File: src/rtl/uinst_executor_pkg.sv
// Shared definitions for the ev22 microinstruction executor: field layout,
// memory-op encodings and sequencer state encodings.
package uinst_executor_pkg;

   localparam int UIN_W     = 34;
   localparam int iT_HI     = 33;
   localparam int iT_LO     = 27;
   localparam int iBUSC_HI  = 26;
   localparam int iBUSC_LO  = 21;
   localparam int iBUSB_HI  = 20;
   localparam int iBUSB_LO  = 15;
   localparam int iSH_HI    = 14;
   localparam int iSH_LO    = 13;
   localparam int iALUC_HI  = 12;
   localparam int iALUC_LO  = 9;
   localparam int iM_HI     = 8;
   localparam int iM_LO     = 7;
   localparam int iKMX      = 6;
   localparam int iBUSA_HI  = 5;
   localparam int iBUSA_LO  = 0;

   typedef enum logic [1:0] {
      M_NONE = 2'b00,
      M_RD   = 2'b01,
      M_WR   = 2'b10,
      M_RSV  = 2'b11
   } mcode_t;

   typedef enum logic [2:0] {
      ST_IDLE = 3'd0,
      ST_READ = 3'd1,
      ST_EXEC = 3'd2,
      ST_MEM  = 3'd3,
      ST_WB   = 3'd4
   } state_t;

   // Packed view of a microinstruction; member order mirrors the bit positions above.
   typedef struct packed {
      logic [iT_HI-iT_LO:0]       t;
      logic [iBUSC_HI-iBUSC_LO:0] busc;
      logic [iBUSB_HI-iBUSB_LO:0] busb;
      logic [iSH_HI-iSH_LO:0]     sh;
      logic [iALUC_HI-iALUC_LO:0] aluc;
      mcode_t                     m;
      logic                       kmx;
      logic [iBUSA_HI-iBUSA_LO:0] busa;
   } uinst_t;

   // The reserved code 11 behaves like a register-only operation.
   function automatic logic needs_mem(input mcode_t m);
      return (m == M_RD) || (m == M_WR);
   endfunction

endpackage

File: src/rtl/uinst_executor_fifo.sv
// Show-ahead synchronous FIFO with registered ready; buffers microinstructions
// ahead of the sequencer.
module uinst_fifo #(
   parameter int W     = 50,
   parameter int DEPTH = 2
) (
   input  logic                     clk,
   input  logic                     rst_n,
   input  logic                     push,
   input  logic [W-1:0]             din,
   input  logic                     pop,
   output logic [W-1:0]             dout,
   output logic                     ready,
   output logic                     empty,
   output logic [$clog2(DEPTH):0]   count
);

   localparam int AW = $clog2(DEPTH);
   localparam int CW = AW + 1;

   logic [W-1:0]  mem_r [DEPTH];
   logic [AW-1:0] wptr_r;
   logic [AW-1:0] rptr_r;
   logic [CW-1:0] count_r;
   logic [CW-1:0] count_next_s;
   logic          ready_r;
   logic          do_push_s;
   logic          do_pop_s;

   assign do_push_s = push && ready_r;
   assign do_pop_s  = pop && (count_r != CW'(0));

   // Occupancy after this cycle's push/pop.
   always_comb begin
      count_next_s = count_r;
      if (do_push_s && !do_pop_s) begin
         count_next_s = count_r + CW'(1);
      end else if (!do_push_s && do_pop_s) begin
         count_next_s = count_r - CW'(1);
      end else begin
         count_next_s = count_r;
      end
   end

   // Pointers, occupancy and ready; ready stays low while reset is held.
   always_ff @(posedge clk or negedge rst_n) begin
      if (!rst_n) begin
         wptr_r  <= AW'(0);
         rptr_r  <= AW'(0);
         count_r <= CW'(0);
         ready_r <= 1'b0;
      end else begin
         if (do_push_s) wptr_r <= wptr_r + AW'(1);
         if (do_pop_s)  rptr_r <= rptr_r + AW'(1);
         count_r <= count_next_s;
         ready_r <= (count_next_s != CW'(DEPTH));
      end
   end

   // Entry storage; contents are meaningless while the pointers say empty.
   always_ff @(posedge clk) begin
      if (do_push_s) mem_r[wptr_r] <= din;
   end

   assign dout  = mem_r[rptr_r];
   assign ready = ready_r;
   assign empty = (count_r == CW'(0));
   assign count = count_r;

endmodule

File: src/rtl/uinst_executor.sv
// Microinstruction executor: FIFO-buffered sequencer driving register file, ALU and memory.
// Optional UEXEC_PERF_EN adds saturating retire and memory-stall counters.
module uinst_executor
   import uinst_executor_pkg::*;
#(
   parameter int DATA_W     = 16,
   parameter int FIFO_DEPTH = 2
) (
   input  logic              clk,
   input  logic              rst_n,
   input  logic [UIN_W-1:0]  uin,
   input  logic [DATA_W-1:0] uin_k,
   input  logic              uin_valid,
   output logic              uin_ready,
   output logic [5:0]        rf_ra,
   output logic [5:0]        rf_rb,
   input  logic [DATA_W-1:0] rf_da,
   input  logic [DATA_W-1:0] rf_db,
   output logic [3:0]        alu_op,
   output logic [1:0]        alu_sh,
   output logic [DATA_W-1:0] alu_a,
   output logic [DATA_W-1:0] alu_b,
   input  logic [DATA_W-1:0] alu_y,
   output logic              mem_req,
   output logic              mem_we,
   output logic [DATA_W-1:0] mem_addr,
   output logic [DATA_W-1:0] mem_wdata,
   input  logic [DATA_W-1:0] mem_rdata,
   input  logic              mem_ack,
   output logic              rf_we,
   output logic [5:0]        rf_wc,
   output logic [DATA_W-1:0] rf_dc,
   output logic              retire,
   output logic              busy
`ifdef UEXEC_PERF_EN
   ,
   output logic [31:0]       perf_retired,
   output logic [31:0]       perf_stall
`endif
);

   localparam int FW = UIN_W + DATA_W;

   logic [FW-1:0]               fifo_dout_s;
   logic                        fifo_ready_s;
   logic                        fifo_empty_s;
   logic [$clog2(FIFO_DEPTH):0] fifo_count_s;
   logic                        pop_s;
   uinst_t                      head_s;
   logic [DATA_W-1:0]           head_k_s;
   logic                        unused_t_s;

   state_t            state_r;
   uinst_t            cur_r;
   logic [DATA_W-1:0] k_r;
   logic [DATA_W-1:0] result_r;
   logic [5:0]        rf_ra_r;
   logic [5:0]        rf_rb_r;
   logic [3:0]        alu_op_r;
   logic [1:0]        alu_sh_r;
   logic [DATA_W-1:0] alu_a_r;
   logic [DATA_W-1:0] alu_b_r;
   logic              mem_req_r;
   logic              mem_we_r;
   logic [DATA_W-1:0] mem_addr_r;
   logic [DATA_W-1:0] mem_wdata_r;
   logic              rf_we_r;
   logic [5:0]        rf_wc_r;
   logic [DATA_W-1:0] rf_dc_r;
   logic              retire_r;

   uinst_fifo #(
      .W     (FW),
      .DEPTH (FIFO_DEPTH)
   ) u_fifo (
      .clk   (clk),
      .rst_n (rst_n),
      .push  (uin_valid),
      .din   ({uin_k, uin}),
      .pop   (pop_s),
      .dout  (fifo_dout_s),
      .ready (fifo_ready_s),
      .empty (fifo_empty_s),
      .count (fifo_count_s)
   );

   assign head_s     = uinst_t'(fifo_dout_s[UIN_W-1:0]);
   assign head_k_s   = fifo_dout_s[FW-1:UIN_W];
   assign pop_s      = !fifo_empty_s && ((state_r == ST_IDLE) || (state_r == ST_WB));
   assign unused_t_s = ^cur_r.t;

   // Sequencer; each state's outputs are registered on the edge that enters it.
   always_ff @(posedge clk or negedge rst_n) begin
      if (!rst_n) begin
         state_r     <= ST_IDLE;
         cur_r       <= uinst_t'(UIN_W'(0));
         k_r         <= DATA_W'(0);
         result_r    <= DATA_W'(0);
         rf_ra_r     <= 6'd0;
         rf_rb_r     <= 6'd0;
         alu_op_r    <= 4'd0;
         alu_sh_r    <= 2'd0;
         alu_a_r     <= DATA_W'(0);
         alu_b_r     <= DATA_W'(0);
         mem_req_r   <= 1'b0;
         mem_we_r    <= 1'b0;
         mem_addr_r  <= DATA_W'(0);
         mem_wdata_r <= DATA_W'(0);
         rf_we_r     <= 1'b0;
         rf_wc_r     <= 6'd0;
         rf_dc_r     <= DATA_W'(0);
         retire_r    <= 1'b0;
      end else begin
         rf_ra_r     <= 6'd0;
         rf_rb_r     <= 6'd0;
         alu_op_r    <= 4'd0;
         alu_sh_r    <= 2'd0;
         mem_req_r   <= 1'b0;
         mem_we_r    <= 1'b0;
         mem_addr_r  <= DATA_W'(0);
         mem_wdata_r <= DATA_W'(0);
         rf_we_r     <= 1'b0;
         rf_wc_r     <= 6'd0;
         rf_dc_r     <= DATA_W'(0);
         retire_r    <= 1'b0;
         case (state_r)
            ST_IDLE, ST_WB: begin
               if (pop_s) begin
                  cur_r   <= head_s;
                  k_r     <= head_k_s;
                  rf_ra_r <= head_s.busa;
                  rf_rb_r <= head_s.busb;
                  state_r <= ST_READ;
               end else begin
                  state_r <= ST_IDLE;
               end
            end
            ST_READ: begin
               alu_a_r  <= cur_r.kmx ? k_r : rf_da;
               alu_b_r  <= rf_db;
               alu_op_r <= cur_r.aluc;
               alu_sh_r <= cur_r.sh;
               state_r  <= ST_EXEC;
            end
            ST_EXEC: begin
               result_r <= alu_y;
               if (needs_mem(cur_r.m)) begin
                  mem_req_r   <= 1'b1;
                  mem_we_r    <= (cur_r.m == M_WR);
                  mem_addr_r  <= alu_a_r;
                  mem_wdata_r <= alu_b_r;
                  state_r     <= ST_MEM;
               end else begin
                  rf_we_r  <= (cur_r.busc != 6'd0);
                  rf_wc_r  <= cur_r.busc;
                  rf_dc_r  <= alu_y;
                  retire_r <= 1'b1;
                  state_r  <= ST_WB;
               end
            end
            ST_MEM: begin
               if (mem_ack) begin
                  if (!mem_we_r) result_r <= mem_rdata;
                  rf_we_r  <= (cur_r.busc != 6'd0);
                  rf_wc_r  <= cur_r.busc;
                  rf_dc_r  <= mem_we_r ? result_r : mem_rdata;
                  retire_r <= 1'b1;
                  state_r  <= ST_WB;
               end else begin
                  mem_req_r   <= 1'b1;
                  mem_we_r    <= mem_we_r;
                  mem_addr_r  <= mem_addr_r;
                  mem_wdata_r <= mem_wdata_r;
                  state_r     <= ST_MEM;
               end
            end
            default: state_r <= ST_IDLE;
         endcase
      end
   end

   assign uin_ready = fifo_ready_s;
   assign rf_ra     = rf_ra_r;
   assign rf_rb     = rf_rb_r;
   assign alu_op    = alu_op_r;
   assign alu_sh    = alu_sh_r;
   assign alu_a     = alu_a_r;
   assign alu_b     = alu_b_r;
   assign mem_req   = mem_req_r;
   assign mem_we    = mem_we_r;
   assign mem_addr  = mem_addr_r;
   assign mem_wdata = mem_wdata_r;
   assign rf_we     = rf_we_r;
   assign rf_wc     = rf_wc_r;
   assign rf_dc     = rf_dc_r;
   assign retire    = retire_r;
   assign busy      = (state_r != ST_IDLE) || (fifo_count_s != '0);

`ifdef UEXEC_PERF_EN
   logic [31:0] perf_retired_r;
   logic [31:0] perf_stall_r;

   // Saturating event counters.
   always_ff @(posedge clk or negedge rst_n) begin
      if (!rst_n) begin
         perf_retired_r <= 32'd0;
         perf_stall_r   <= 32'd0;
      end else begin
         if (retire_r && (perf_retired_r != 32'hFFFF_FFFF)) begin
            perf_retired_r <= perf_retired_r + 32'd1;
         end
         if ((state_r == ST_MEM) && !mem_ack && (perf_stall_r != 32'hFFFF_FFFF)) begin
            perf_stall_r <= perf_stall_r + 32'd1;
         end
      end
   end

   assign perf_retired = perf_retired_r;
   assign perf_stall   = perf_stall_r;
`endif

endmodule

File: config.mk
export PLATFORM = sky130hd
export DESIGN_NAME = uinst_executor
export DESIGN_NICKNAME = d
export VERILOG_FILES = /design/src/rtl/uinst_executor_pkg.sv /design/src/rtl/uinst_executor_fifo.sv /design/src/rtl/uinst_executor.sv
export SDC_FILE = /design/constraint.sdc
export NUM_CORES = 1
export LEC_CHECK = 0
export ABC_AREA = 1
export ABC_CLOCK_PERIOD_IN_PS = 7950
export CAP_MARGIN = 20
export CORE_UTILIZATION = 45
export DETAILED_ROUTE_END_ITERATION = 8
export DONT_BUFFER_PORTS = 1
export GPL_TIMING_DRIVEN = 0
export PLACE_DENSITY = 0.64
export SETUP_SLACK_MARGIN = 0.4
export SYNTH_ARGS = -nofsm -noshare
export SYNTH_HDL_FRONTEND = slang
export SYNTH_SLANG_ARGS = --single-unit
File: constraint.sdc
create_clock -name clk -period 7.95 [get_ports clk]
set_input_delay 1.9875 -clock clk [delete_from_list [all_inputs] [get_ports clk]]
set_output_delay 1.9875 -clock clk [all_outputs]
set_load 0.03 [all_outputs]
==> summary.md <==
| Metric | Value |
|---|---|
| Largest family of logic cells by synthesized area | simple AND/OR/NAND/NOR gates |
| Die width | 148.2 um |
| Insertion delay to the later sink of the worst-skew pair | roughly 0.54 ns |
| Mux cell area share after synthesis | 0 |
| Die area | around 22,000 sq um |
| Area leader, netlist | dfrtp_1 |
| Worst Tran Pin Value | 0.8242 ns |
| Via-per-instance ratio | 4.859 |
| Post-synthesis adder-cell area fraction | 0.002601 |
| GP Congestion | ~0.90 |
| Synth Cell Area | between 9000 and 10,000 sq um |
| Area Growth Syn to Fin | 13.50% |
| Max Cap Viol | 0 |
| Postcts setup bufs | 0 |
| Worst Slack Setup Final | 4.411 ns |
| Hold-fix buffers, CTS | 0 |
| Xor-xnor portion of the synthesized cell area | 0.001821 |
| Detailed router's first-iteration violation count | 260 |
| Pins over their slew limit | 0 |
| Final Instance Area | 10,920 sq um |
| CTS sink cnt | 249 |
| CTS tree | yes |
| Min Tclk post-route | 3.539 ns |
| First-pass GRT wire length | around 34,000 um |
| Setup Skew | 0.01303 ns |
| Pwr/cell area | 446.0 nW/um^2 |
| Grt ovf | 0 |
| Clock root buffer | clkbuf_16 |
| DRC errors left | 0 |
| Fin Hold WS | roughly 0.48 ns |
| Fin crit share | 0.4451 |
| H-tree levels | 1 |
| Post-synthesis compound-gate area fraction | 0.05879 |
| Die height | ~150 um |
| Simple-gate portion of the synthesized area | 0.1969 |
| Async SR Flop Fraction | 0.6546 |
| Power Internal | 2.892 mW |
| Number of antenna-violating nets in the routed design | 0 |
| Global Route Usage Sum | 0.1985 |
| Sw frac | 0.4063 |
| Synth top area share | 0.4240 |
| Status | finished, final reports clean |
| Final Hold Violating Endpoints | 0 |
| # rows | 53 |
| Syn avg cell area | around 10 sq um |
| Port bufs | 0 |
| Post-synthesis cell count | 939 |
| Pre-CTS setup slack | about 4.5 ns |
| Portion of total power attributed to the clock network | 0.254 |
| Fillers | between 1.5k and 2k |
| Seq/Total Area, Yosys | 0.6924 |
| Fmax | 282.6 MHz |
| Clk buf depth | 3 |
| Setup crit start kind | flip-flop |
| Post-CTS sizing | 0 |
| Placement Cell Area | 10,030 sq um |
| Peak supply drop | 216.2 uV |
| Yosys warns | 0 |
| Final setup violating endpoints | 0 |
| Crit path DAT | 1.55 ns |
| Final HPWL DP | 14,970 um |
| Min-Delay Path Class | reg -> reg |
| Post-synth top cells | nand2_1 (402), dfrtp_1 (163), edfxtp_1 (86) |
| WL/cell | 16.90 um |
| Most common cell in the synthesized netlist | nand2_1 |
| Final nets | 1,090 |
| Synth area leaders | dfrtp_1 (42%), edfxtp_1 (27%), nand2_1 (16%) |
| Via count | 6,152 |
| #FFs+latches synth | 249 |
| Routed WL | 21,400 um |
| Initial Utilization | 0.4577 |
| Top Ports | about 230 |
| TNS Setup | 0 ns |
| Tot Pwr | 4.870 mW |
| WS Path Type | reg -> out |
| Vias in the first global route | 6,190 |
| Yosys cell types | 28 |
| Static Leakage | 5.154 nW |
| Multi-input gate area | 2517 sq um |
| Ys flop type | dfrtp_1 |
| Reg power frac | 0.498 |
| Layout cells sized above 1 | 0.08687 |
| CP endpoint kind | output pin |
| First-pass DRT Iterations | 5 |
| Slew headroom | 0.4492 |
| Largest net degree at the start of global routing | 164 |
| Number of flops mapped to enable cells by yosys | 86 |
| TritonCTS buffer count | 27 |
| RSZ-0062 raised after global routing | false |
| Clock transition at path regs | 0.06 ns |
| Worst-path maximum fanout | 5 |
| Post-synthesis net count | 1,059 |
| Reg area | around 6700 sq um |
| Initial antenna violation count | 1 |
| Logic pwr share | 0.248 |
| P_sw | 1.979 mW |
| Required time worst endpoint | 5.96 ns |
| CORE AREA | 21,020 sq um |
metrics by stage:
step	instances	utilization
after floorplan	939	-
after global placement	1214	0.4740
after detailed placement	1216	0.4770
after CTS	1265	0.5193
after global routing	1265	0.5193
final	1266	0.5194
path summary, 6_finish.rpt:
kind / to / from / slack (ns) / cells past startpoint
min in group asynchronous: rf_dc[13] / rst_n / 1.16 / 0
worst min-delay path: result_r[4] / result_r[4] / 0.48 / 2
worst max register to register: u_fifo.mem_r[0][26] / u_fifo.ready / 5.87 / 3
worst max-delay path: busy / state_r[0] / 4.41 / 3
max in group asynchronous: rf_wc[4] / rst_n / 6.58 / 0
worst min register to register: result_r[4] / result_r[4] / 0.48 / 2
sequential cells by signal (all words and copies together), names as in the netlist, 15 cells and up:
signal	flops
result_r	16
alu_a	16
k_r	16
mem_addr	16
cur_r	15
alu_b	16
u_fifo.mem_r	86
rf_dc	16
mem_wdata	16
metal layers:
metal  up-vias  global-route usage  share of wire
met5         -                   0              0
met4         0             0.06701          0.035
met3        54             0.06902          0.090
met2       212              0.3354           0.48
met1      2799              0.2359           0.39
li1       3087                   -              -
logic make-up after synthesis:
kind of cell | after synthesis
simple gates | 480
flops | 249
buf+inv | 111
compound gates | 95
xor+xnor | 2
fa+ha+maj | 2
critical path, stage by stage (launching register included):
cell,delay (ns)
dfrtp_1,0.36
buf_4,0.16
nor2_2,0.16
nand3_1,0.34
cell usage in the layout, fill, tap and decap left out, types with 3 or more instances in the layout:
master	n
nand2_1	402
dfrtp_1	163
edfxtp_1	86
inv_1	60
nor2_1	45
a31oi_1	31
clkbuf_16	27
clkbuf_1	23
buf_2	20
o21ai_0	20
nand3_1	19
o211ai_1	16
o21ai_1	15
a21oi_1	12
clkinv_2	7
clkinv_1	6
inv_2	5
nor2_4	4
nor2_2	3
nand2_2	3
bufinv_16	3
power by group through the flow:
stage,registers [mW],clock network [mW],logic [mW]
after floorplan,2.36,0,0.907
after CTS,2.43,1.26,1.23
after global routing,2.47,1.32,1.41
final,2.43,1.24,1.21
after detailed placement,2.45,0,1.23
after global placement,2.45,0,1.17
cell type report:
class | count | share of cell area
inverters | 68 | 0.02338
well taps | 275 | 0.03151
clock inverters | 16 | 0.01570
repair buffers | 2 | 0.004354
clock buffers | 33 | 0.06577
plain buffers | 43 | 0.01845
multi-input cells | 579 | 0.2305
flip-flops and latches | 249 | 0.6101
diodes | 1 | 0.0002292
Note: power is estimated with default switching activity, not from simulation.
